<file path="config.mk">
export PLATFORM = sky130hd
export DESIGN_NAME = univ_shreg_ctrl
export DESIGN_NICKNAME = d
export VERILOG_FILES = /design/src/rtl/univ_shreg_pkg.sv /design/src/rtl/shreg_core.sv /design/src/rtl/univ_shreg_ctrl.sv
export SDC_FILE = /design/constraint.sdc
export NUM_CORES = 1
export LEC_CHECK = 0
export CORE_ASPECT_RATIO = 1.25
export CORE_MARGIN = 2
export CORE_UTILIZATION = 45
export DETAILED_ROUTE_END_ITERATION = 7
export PLACE_DENSITY_LB_ADDON = 0.3
export SLEW_MARGIN = 25
export SYNTH_ARGS = -nofsm -noshare
export SYNTH_HDL_FRONTEND = slang
export SYNTH_HIERARCHICAL = 1
export SYNTH_SLANG_ARGS = --single-unit
</file>
<file path="constraint.sdc">
create_clock -name clk -period 5.1 [get_ports clk]
set_input_delay 1.02 -clock clk [delete_from_list [all_inputs] [get_ports clk]]
set_output_delay 1.02 -clock clk [all_outputs]
set_load 0.02 [all_outputs]
</file>
<file path="src/rtl/univ_shreg_pkg.sv">
// univ_shreg_pkg: shared op and state encodings for the universal shift register
package univ_shreg_pkg;
  typedef enum logic [2:0] {
    OP_HOLD = 3'b000,
    OP_LOAD = 3'b001,
    OP_SHR  = 3'b010,
    OP_SHL  = 3'b011,
    OP_ROR  = 3'b100,
    OP_ROL  = 3'b101,
    OP_CLR  = 3'b110,
    OP_NOP  = 3'b111
  } op_e;
  typedef enum logic [1:0] {S_IDLE, S_TX, S_RX} state_e;
endpackage

</file>
<file path="src/rtl/shreg_core.sv">
// shreg_core: WIDTH-bit shift/rotate/load register datapath
module shreg_core
  import univ_shreg_pkg::*;
#(
  parameter int WIDTH = 8
) (
  input  logic             clk,
  input  logic             rst,
  input  op_e              op,
  input  logic [WIDTH-1:0] pin,
  input  logic             sin,
  output logic [WIDTH-1:0] q
);
  logic [WIDTH-1:0] d;
  always_comb begin
    d = q;
    case (op)
      OP_LOAD: d = pin;
      OP_SHR:  d = {sin, q[WIDTH-1:1]};
      OP_SHL:  d = {q[WIDTH-2:0], sin};
      OP_ROR:  d = {q[0], q[WIDTH-1:1]};
      OP_ROL:  d = {q[WIDTH-2:0], q[WIDTH-1]};
      OP_CLR:  d = '0;
      default: d = q;
    endcase
  end
  always_ff @(posedge clk or posedge rst)
    if (rst) q <= '0;
    else q <= d;
endmodule

</file>
<file path="src/rtl/univ_shreg_ctrl.sv">
// univ_shreg_ctrl: universal shift register with counted serial TX/RX frame sequencer
module univ_shreg_ctrl
  import univ_shreg_pkg::*;
#(
  parameter int WIDTH     = 8,
  parameter bit LSB_FIRST = 1
) (
  input  logic             clk,
  input  logic             rst,
  input  logic [2:0]       op,
  input  logic [WIDTH-1:0] pin,
  input  logic             sin,
  input  logic             tx_start,
  input  logic             rx_start,
  input  logic             abort,
  output logic [WIDTH-1:0] pout,
  output logic             so,
  output logic             so_valid,
  output logic             po_valid,
  output logic             done,
  output logic             busy
);
  localparam int CW = $clog2(WIDTH + 1);
  state_e         state, state_n;
  logic [CW-1:0]  cnt, cnt_n;
  logic           last, rx_done;
  op_e            core_op, shift_op;
  logic           core_sin;
  assign last = cnt == CW'(1);
  always_ff @(posedge clk or posedge rst)
    if (rst) begin
      state   <= S_IDLE;
      cnt     <= '0;
      rx_done <= 1'b0;
    end else begin
      state   <= state_n;
      cnt     <= cnt_n;
      rx_done <= state == S_RX && last && !abort;
    end
  always_comb begin
    state_n = state;
    cnt_n   = cnt;
    case (state)
      S_IDLE:
        if (tx_start || rx_start) begin
          state_n = tx_start ? S_TX : S_RX;
          cnt_n   = CW'(WIDTH);
        end
      default:
        if (abort) begin
          state_n = S_IDLE;
          cnt_n   = '0;
        end else begin
          cnt_n   = cnt - CW'(1);
          state_n = last ? S_IDLE : state;
        end
    endcase
  end
  // Frames always shift toward the so end; TX fills with zeros, RX with sin.
  always_comb begin
    shift_op = LSB_FIRST ? OP_SHR : OP_SHL;
    core_op  = state == S_IDLE ? (tx_start ? OP_LOAD : rx_start ? OP_HOLD : op_e'(op))
                               : abort ? OP_HOLD : shift_op;
    core_sin = state == S_TX ? 1'b0 : sin;
    so_valid = state == S_TX;
    busy     = state != S_IDLE;
    po_valid = rx_done;
    done     = rx_done || (state == S_TX && last && !abort);
  end
  shreg_core #(.WIDTH(WIDTH)) u_core (
    .clk (clk),
    .rst (rst),
    .op  (core_op),
    .pin (pin),
    .sin (core_sin),
    .q   (pout)
  );
  assign so = LSB_FIRST ? pout[0] : pout[WIDTH-1];
endmodule

</file>
==> impl_metrics.toml, run 1 <==
[global_route]
grt_pass1_wl_um = 4080
antenna_found_initial = 0
grt_max_degree = 20
grt_util_all_layers_pct = 20.4
grt_pass1_vias = 948
grt-ovfl-total = 0

[hold_path]
hold_path.class = "reg2reg"

[synth]
synthTopCellsByArea = "dfrtp_1 36%, mux2_2 8.7%, a21oi_1 4.3%, inv_1 4.0%, nand2_1 3.6%"
syn_area_um2 = 1040
synth_xor_area_share_pct = 0
yosys.area_share.simple_pct = 16.9
yosys_warnings = 6
ys_seq_elements = 15
syn_avg_cell_area_um2 = 9.29
ys_seq_area_share_pct = 36.1
netlist.area_leader.share_pct = 36.1
synth.most_common_cell = "dfrtp_1"
synthFlopType = "dfrtp_1"
synth_common_cells = "15 x dfrtp_1, 11 x inv_1, 10 x nand2_1"
synth-edff-count = 0
yosysTopAreaCell = "dfrtp_1"
synth_fp_nets = 131
synth_compound_area_share_pct = 27.8
synth_fa_ha_area_share_pct = 2.40
syn_inst = 112
synth_mux_area_share_pct = 8.65
async_reset_ff_share_pct = 100
synth_top_family_by_area = "compound AO/OA/AOI/OAI gates"
synth_cell_types = 40

[drt]
met2_length_um = 1310
postRouteAntennaNets = 0
drc = 0
drt-wirelength-per-cell_um = 14.7
via_per_inst = 5.70
wl_um = 2510
drt_pass1_iterations = 4
num_vias = 974
drtIter0Drc = 33
highest_layer = "met4"
wl_met3_um = 128
wl_met1_um = 1050

[sta]
fmax_ghz = 0.298
hold_violations = 0
max-slew-margin-rel_pct = 73.0
setup_tns_ps = 0
period_needed_ps = 3360
finalWorstSetupSlack_ps = 1740
period_share_pct = 65.8
worst_pin_slew_ps = 405
final-max-slew-violation-count = 0
rsz0062_at_grt = "no"
finalClockSkew_ps = 3.30
finalSetupViolations = 0

[floorplan]
die_area_um2 = 2720
num_rows = 19
core_area_um2 = 2190
die_width_um = 47.0
ios = 30
die_h_um = 57.8
start_util_pct = 47.6

[worst_setup_path]
critPathMaxFanout = 5
crit_path_start_kind = "input pin"
endpoint_kind = "primary output"
critPathTopFamily = "buffers and inverters"
cp_slowest_cell = "clkdlybuf4s50_1"
critPathMostFrequentCell = "clkdlybuf4s50_1"
worstPathCellList = "clkdlybuf4s50_1 > inv_1 > a41o_1 > clkdlybuf4s50_1"
cp.required_ps = 4080
critical_path_class = "in2out"
path_buf_inv = 3
cp.arrival_ps = 2340
max_stage_delay_ps = 530

[cts]
cts_buffers = 3
hold_buffers = 0
clock_sinks = 15
cts-root-buf = "clkbuf_4"
tritoncts = "built"
cts_setup_buffers = 0
clock_latency_ps = 280
htreeDepth = 1
cts_resized = 0
clkTransAtPathRegs_ps = 90
clock_path_buffers = 2

[placement]
dp_hpwl_um = 1960
gp_congestion = 0.865
dp_slack_ps = 1750
io_buffers = 29

[cells_and_area]
drive_gt1_share_pct = 13.6
diodes = 0
n_fill_cell = 208
area_growth_pct = 31.1
fin_nets = 160

[power]
p_leak_nw = 0.585
p_per_area_nw_per_um2 = 552
ir_drop_mv = 0.330

[flow_run]
drv_cap = 0

[status]
status = "finished, final reports clean"
cell families (layout without fill, tap and decap cells):
logic type               count (synthesis)  count (layout)
multiplexers                             8               8
flip-flops                              15              15
adder cells (fa/ha/maj)                  2               2
buffers and inverters                   18              46
AO/OA/AOI/OAI                           38              38
AND/OR/NAND/NOR                         31              31
layout make-up:
class                      instances  area, um2  area share [%]
clock inverter                     1       5.00           0.367
timing repair buffer              30        298            21.8
sequential                        15        375            27.5
tap                               31       38.8            2.84
inverter                          12       45.0            3.30
clock buffer                       3       22.5            1.65
multi-input combinational         79        581            42.5
metal layers:
layer  up-vias  track usage, %
li1        469               -
met1       471            24.5
met2        32            36.0
met4         0            7.54
met3         2            2.18
met5         -               0
through the flow:
step / cell area, um2 / total power, mW / hold WS [ps] / utilization, % / std cells
after CTS: 1370 / 0.758 / 534 / 62.4 / 171
after global routing: 1370 / 0.812 / 575 / 62.4 / 171
after floorplan: 1040 / 0.538 / 474 / - / 112
final: 1370 / 0.753 / 543 / 62.4 / 171
after global placement: 1340 / 0.673 / 506 / 61.2 / 167
after detailed placement: 1340 / 0.687 / 522 / 61.2 / 167
registers in the layout, indices dropped and copies added (netlist names):
name	count
cnt	4
u_core/q	8
po_valid	1
state	2
layout by cell type, fill, tap and decap left out:
cell,instances
a21o_2,1
nor3_1,1
nand2b_1,3
o21ba_2,1
clkinv_2,1
a221oi_1,4
or3b_1,1
clkdlybuf4s50_1,29
nand4_1,1
o311ai_0,1
a22oi_1,4
a32o_1,2
and2b_2,1
dfrtp_1,15
nand3b_1,1
o21ai_2,1
a221o_1,1
a41o_1,1
mux2_2,8
a21o_1,4
ha_1,2
inv_1,11
nor2_1,5
o31ai_1,2
o32ai_1,1
nor4_4,1
a21oi_1,9
o311ai_1,1
nand2_1,10
nor2b_1,2
inv_2,1
nand3_1,2
buf_4,1
nor4b_1,1
o211ai_1,1
a31oi_1,1
clkbuf_4,3
and2_1,2
o221ai_1,2
a22o_1,1
power by group:
group	leakage [nW]	internal [mW]	switching [mW]
clock network	0.0177	0.0291	0.0404
logic	0.383	0.224	0.225
registers	0.184	0.171	0.0633
final timing paths:
path / from / endpoint / slack (ps) / cells after the start
min: cnt[2]$_DFFE_PP0P_ / cnt[2]$_DFFE_PP0P_ / 540 / 1
min reg2reg: cnt[2]$_DFFE_PP0P_ / cnt[2]$_DFFE_PP0P_ / 540 / 1
min in group asynchronous: rst / po_valid$_DFF_PP0_ / 1010 / 2
max in group asynchronous: rst / u_core/q[3]$_DFFE_PP0P_ / 3820 / 2
max reg2reg: state[1]$_DFFE_PP0P_ / u_core/q[0]$_DFFE_PP0P_ / 2760 / 6
max: abort / done / 1740 / 4
No activity file was read; power rests on OpenSTA's default activity.
==> run 2, diff against run 1 <==
--- a/config.mk
+++ b/config.mk
@@ -7,7 +7,7 @@
 export LEC_CHECK = 0
 export CORE_ASPECT_RATIO = 1.25
 export CORE_MARGIN = 2
-export CORE_UTILIZATION = 45
+export CORE_UTILIZATION = 42
 export DETAILED_ROUTE_END_ITERATION = 7
 export PLACE_DENSITY_LB_ADDON = 0.3
 export SLEW_MARGIN = 25
==> constraint.sdc (replaced) <==
create_clock -name clk -period 2.95 [get_ports clk]
set_input_delay 0.59 -clock clk [delete_from_list [all_inputs] [get_ports clk]]
set_output_delay 0.59 -clock clk [all_outputs]
set_load 0.02 [all_outputs]
==> run 2 against run 1 <==
Global-route usage is 0.30 points lower. First-iteration DRC count shrank 6.1%. Cell area increased by 1.3%. Clock power rose by 77%. Utilization is 4.9 points lower. Worst setup slack got worse by 1300 ps. Highest routed layer unchanged.
==> impl_metrics.toml, run 2 (synthesized netlist as in run 1, its figures left out) <==
[cells_and_area]
n_fill_cell = 225
fin_util_pct = 57.6
largest-register = "u_core/q"
area_growth_pct = 32.8
largest_reg_flops = 8
layout_common_cells = "29 x clkdlybuf4s50_1, 15 x dfrtp_1, 11 x inv_1, 10 x nand2_1, 9 x a21oi_1"
final_cell_count_no_fill = 175
fin_nets = 162
ff_latch_area_um2 = 375
reg_top3 = "u_core/q x8, cnt x4, state x2"
drive_gt1_share_pct = 14.8
multiInputGateArea_um2 = 581
diodes = 0
layout_commonest_cell = "clkdlybuf4s50_1"

[power]
p_seq_share_pct = 30.9
power_switching_uw = 583
ir_drop_mv = 0.401
intPower_uw = 741
swShare_pct = 44.0
p_per_area_nw_per_um2 = 958
p_comb_share_pct = 59.8
power.total_mw = 1.32
p_leak_nw = 0.596
clock_power_share_pct = 9.3

[cts]
cts_resized = 0
cts_setup_buffers = 0
hold_buffers = 0
htreeDepth = 1
clkTransAtPathRegs_ps = 90
cts_buffers = 3
clock_sinks = 15
tritoncts = "built"
clock_path_buffers = 2
clock_latency_ps = 290
cts-root-buf = "clkbuf_4"

[global_route]
grt-ovfl-total = 0
grt_util_all_layers_pct = 20.1
antenna_found_initial = 0
grt_max_degree = 19
grt_pass1_wl_um = 4420
grt_pass1_vias = 947

[hold_path]
hold_path.class = "reg2reg"

[placement]
dp.cells = 171
dp_hpwl_um = 1970
gp_congestion = 0.851
io_buffers = 29

[sta]
final-max-slew-violation-count = 0
fmax_ghz = 0.400
period_share_pct = 84.8
rsz0062_at_grt = "no"
period_needed_ps = 2500
max-slew-margin-rel_pct = 75.2
finalSetupViolations = 0
setup_tns_ps = 0
finalClockSkew_ps = 13.2
hold_violations = 0
worst_pin_slew_ps = 370

[drt]
postRouteAntennaNets = 0
via_per_inst = 5.68
drtIter0Drc = 31
drt_pass1_iterations = 4
drc = 0
wl_um = 2690
num_vias = 994
drt-wirelength-per-cell_um = 15.3

[worst_setup_path]
cp.required_ps = 2360
critPathMaxFanout = 5
cp.arrival_ps = 1910
endpoint_kind = "primary output"
critical_path_class = "in2out"
crit_path_start_kind = "input pin"

[floorplan]
num_rows = 20
ios = 30
die_width_um = 48.5
die_h_um = 59.7
start_util_pct = 43.3
core_area_um2 = 2400
die_area_um2 = 2900

[flow_run]
drv_cap = 0

[status]
status = "finished, final reports clean"
## run 2: changes by cell type in the layout (fill, tap and decap cells not counted), sizes merged
| cell | delta |
|---|---|
| buf | +2 |
## run 2: through the flow
stage	hold WS [ps]	cell area (um2)	worst slack [ps]
finish	546	1380	447
global route	575	1380	426
detailed placement	525	1360	281
floorplan	393	1040	923
global placement	520	1360	315
CTS	539	1380	441
## run 2: area by class of cell
| cell class | instances | share of cell area (%) |
|---|---|---|
| multi-input cells | 79 | 42.0 |
| clock buffers | 3 | 1.63 |
| repair buffers | 32 | 22.6 |
| inverters | 12 | 3.26 |
| flip-flops and latches | 15 | 27.1 |
| clock inverters | 1 | 0.362 |
| well taps | 33 | 2.99 |
## run 2: per-layer routing
layer / track usage (%) / routed length, um
met3: 3.00 / 141
met1: 23.3 / 1140
met5: 0 / 0
met4: 8.57 / 17
met2: 37.5 / 1380
## run 2: worst paths after layout
kind	start	end	slack (ps)	cells past startpoint
max in group asynchronous	rst	u_core/q[0]$_DFFE_PP0P_	2110	2
worst min register to register	cnt[2]$_DFFE_PP0P_	cnt[2]$_DFFE_PP0P_	550	1
worst max register to register	state[1]$_DFFE_PP0P_	u_core/q[5]$_DFFE_PP0P_	700	8
worst max-delay path	abort	done	450	4
min in group asynchronous	rst	cnt[3]$_DFFE_PP0P_	560	2
worst min-delay path	cnt[2]$_DFFE_PP0P_	cnt[2]$_DFFE_PP0P_	550	1
## run 2: power by group through the flow
stage | sequential, mW | combinational, mW | clock (mW)
4_1_cts | 0.407 | 0.793 | 0.130
2_1_floorplan | 0.448 | 0.482 | 0
5_1_grt | 0.426 | 0.858 | 0.143
6_report | 0.409 | 0.792 | 0.123
3_3_place_gp | 0.407 | 0.768 | 0
3_5_place_dp | 0.410 | 0.790 | 0
## run 2: critical path, cell delays in order
cell,delay (ps)
clkdlybuf4s50_1,540
inv_1,80
a41o_1,170
clkdlybuf4s50_1,530
==> run 3, diff against run 2 <==
==> constraint.sdc (replaced) <==
create_clock -name clk -period 2.15 [get_ports clk]
set_input_delay 0.43 -clock clk [delete_from_list [all_inputs] [get_ports clk]]
set_output_delay 0.43 -clock clk [all_outputs]
set_load 0.02 [all_outputs]
==> run 3 against run 2 <==
Utilization is 4.8 points higher. Flip-flop and latch count stayed put. Worst setup slack worse by 350 ps. Power is 44% higher. Via count is 4.0% higher. Sequential share of layout area is 2.0 points lower. Count of clock-buffer cells in the layout is 1 higher. Global-route usage is 0.64 points higher. Non-clock buffer count is 15 higher. Combinational power is 50% higher. Die area stayed put.
==> impl_metrics.toml, run 3 (synthesized netlist as in run 1, its figures left out) <==
[status]
status = "finished, final reports clean"

[power]
p_leak_nw = 0.680
ir_drop_mv = 0.678
p_per_area_nw_per_um2 = 1280

[cells_and_area]
largest-register = "u_core/q"
multiInputGateArea_um2 = 583
area_growth_pct = 44.0
fin_area_um2 = 1500
n_fill_cell = 225
fin_util_pct = 62.4
reg_top3 = "u_core/q x8, cnt x4, state x2"
fin_nets = 177
largest_reg_flops = 8
layout_common_cells = "27 x clkdlybuf4s50_1, 18 x buf_4, 14 x dfrtp_1, 11 x inv_1, 10 x nand2_1"
ff_latch_area_um2 = 377
drive_gt1_share_pct = 23.6
layout_commonest_cell = "clkdlybuf4s50_1"
diodes = 0

[sta]
whs_ps = 402
max-slew-margin-rel_pct = 75.5
finalWorstSetupSlack_ps = 93.4
rsz0062_at_grt = "no"
hold_violations = 0
worst_pin_slew_ps = 367
final-max-slew-violation-count = 0
finalSetupViolations = 0
finalClockSkew_ps = 1.88
period_needed_ps = 2060
period_share_pct = 95.7
fmax_ghz = 0.486

[cts]
cts-root-buf = "clkbuf_4"
clock_path_buffers = 2
tritoncts = "built"
clock_latency_ps = 280
cts_setup_buffers = 0
clock_sinks = 15
clkTransAtPathRegs_ps = 90
htreeDepth = 1
cts_buffers = 3

[global_route]
grt_pass1_wl_um = 4570
grt-ovfl-total = 0
met3_usage_pct = 3.50
grt_max_degree = 10
busiest_layer = "met2"
grt_pass1_vias = 1050
gr-usage-met1_pct = 22.5
met2_usage_pct = 38.5
grt_util_all_layers_pct = 20.8
antenna_found_initial = 0

[worst_setup_path]
crit_path_start_kind = "input pin"
critical_path_class = "in2reg"
crit-reg2reg-launch = "state[1]$_DFFE_PP0P_"
critPathMaxFanout = 8
r2r-end = "u_core/q[0]$_DFFE_PP0P_"
crit_start = "tx_start"
rrSetupSlack_ps = 180
cp.arrival_ps = 2240
cp.required_ps = 2330
r2r_cells = 6
endpoint_kind = "register"
endpoint = "u_core/q[2]$_DFFE_PP0P_"

[placement]
io_buffers = 29
gp_congestion = 0.906
dp_slack_ps = -305
placed_cell_area_um2 = 1470
dp_hpwl_um = 2210

[floorplan]
die_width_um = 48.5
die_area_um2 = 2900
core_area_um2 = 2400
start_util_pct = 43.3
ios = 30
die_h_um = 59.7
num_rows = 20

[drt]
via_per_inst = 5.44
num_vias = 1034
drtIter0Drc = 14
postRouteAntennaNets = 0
drc = 0
wl_um = 2800
drt-wirelength-per-cell_um = 14.7
drt_pass1_iterations = 4

[hold_path]
hold_path.class = "in2async"

[flow_run]
drv_cap = 0
-- run 3: changes by cell type in the layout (fill, tap and decap cells not counted), sizes merged --
cell | before | now
buf | 3 | 18
clkbuf | 3 | 4
clkdlybuf4s50 | 29 | 27
clkinv | 1 | 0
dlygate4sd2 | 0 | 1
dlymetal6s2s | 0 | 1
-- run 3: worst max-delay path, stage by stage --
cell,delay (ps)
clkdlybuf4s50_1,570
inv_1,90
a21oi_1,130
buf_4,170
mux2_2,350
a221oi_1,250
a21oi_1,70
a21o_1,160
-- run 3: per-layer routing --
| metal | wire, um | share of wire, % | vias to the layer above |
|---|---|---|---|
| met3 | 111 | 4.0 | 4 |
| li1 | - | - | 502 |
| met2 | 1480 | 53 | 28 |
| met4 | 34 | 1.2 | 0 |
| met1 | 1170 | 42 | 500 |
| met5 | 0 | 0 | - |
-- run 3: worst min path at each step --
stage	from	to	slack, ps	cells after the start
after floorplan	rst	cnt[0]$_DFFE_PP0P_	230	1
after CTS	rst	cnt[0]$_DFFE_PP0P_	400	2
after global placement	cnt[2]$_DFFE_PP0P_	cnt[2]$_DFFE_PP0P_	500	1
final	rst	cnt[2]$_DFFE_PP0P_	400	2
after global routing	rst	cnt[1]$_DFFE_PP0P_	420	2
after detailed placement	cnt[2]$_DFFE_PP0P_	cnt[2]$_DFFE_PP0P_	510	1
-- run 3: cell type report --
| type | instances | area share [%] |
|---|---|---|
| multi-input cells | 79 | 38.9 |
| repair buffers | 47 | 28.5 |
| flip-flops and latches | 15 | 25.1 |
| inverters | 12 | 3.01 |
| well taps | 33 | 2.75 |
| clock buffers | 4 | 1.75 |
-- run 3: power by group --
group	leakage [nW]	total, mW	internal [mW]	switching [mW]
clock network	0.0150	0.166	0.0720	0.0938
registers	0.183	0.559	0.407	0.152
logic	0.482	1.19	0.622	0.567
-- run 3: repair_timing --
action | 4_1_cts | 5_1_grt
hold buffers | 0 | 0
endpoints found under the setup margin | 1 | 3
resized for setup | 2 | 3
pin swaps | 0 | 2
-- run 3: stage by stage --
step	total power [mW]	cells	TNS, ps
3_5_place_dp	1.75	186	-1830
4_1_cts	1.93	190	0
2_1_floorplan	1.28	112	0
5_1_grt	2.05	190	0
6_report	1.91	190	0
3_3_place_gp	1.71	186	-1490
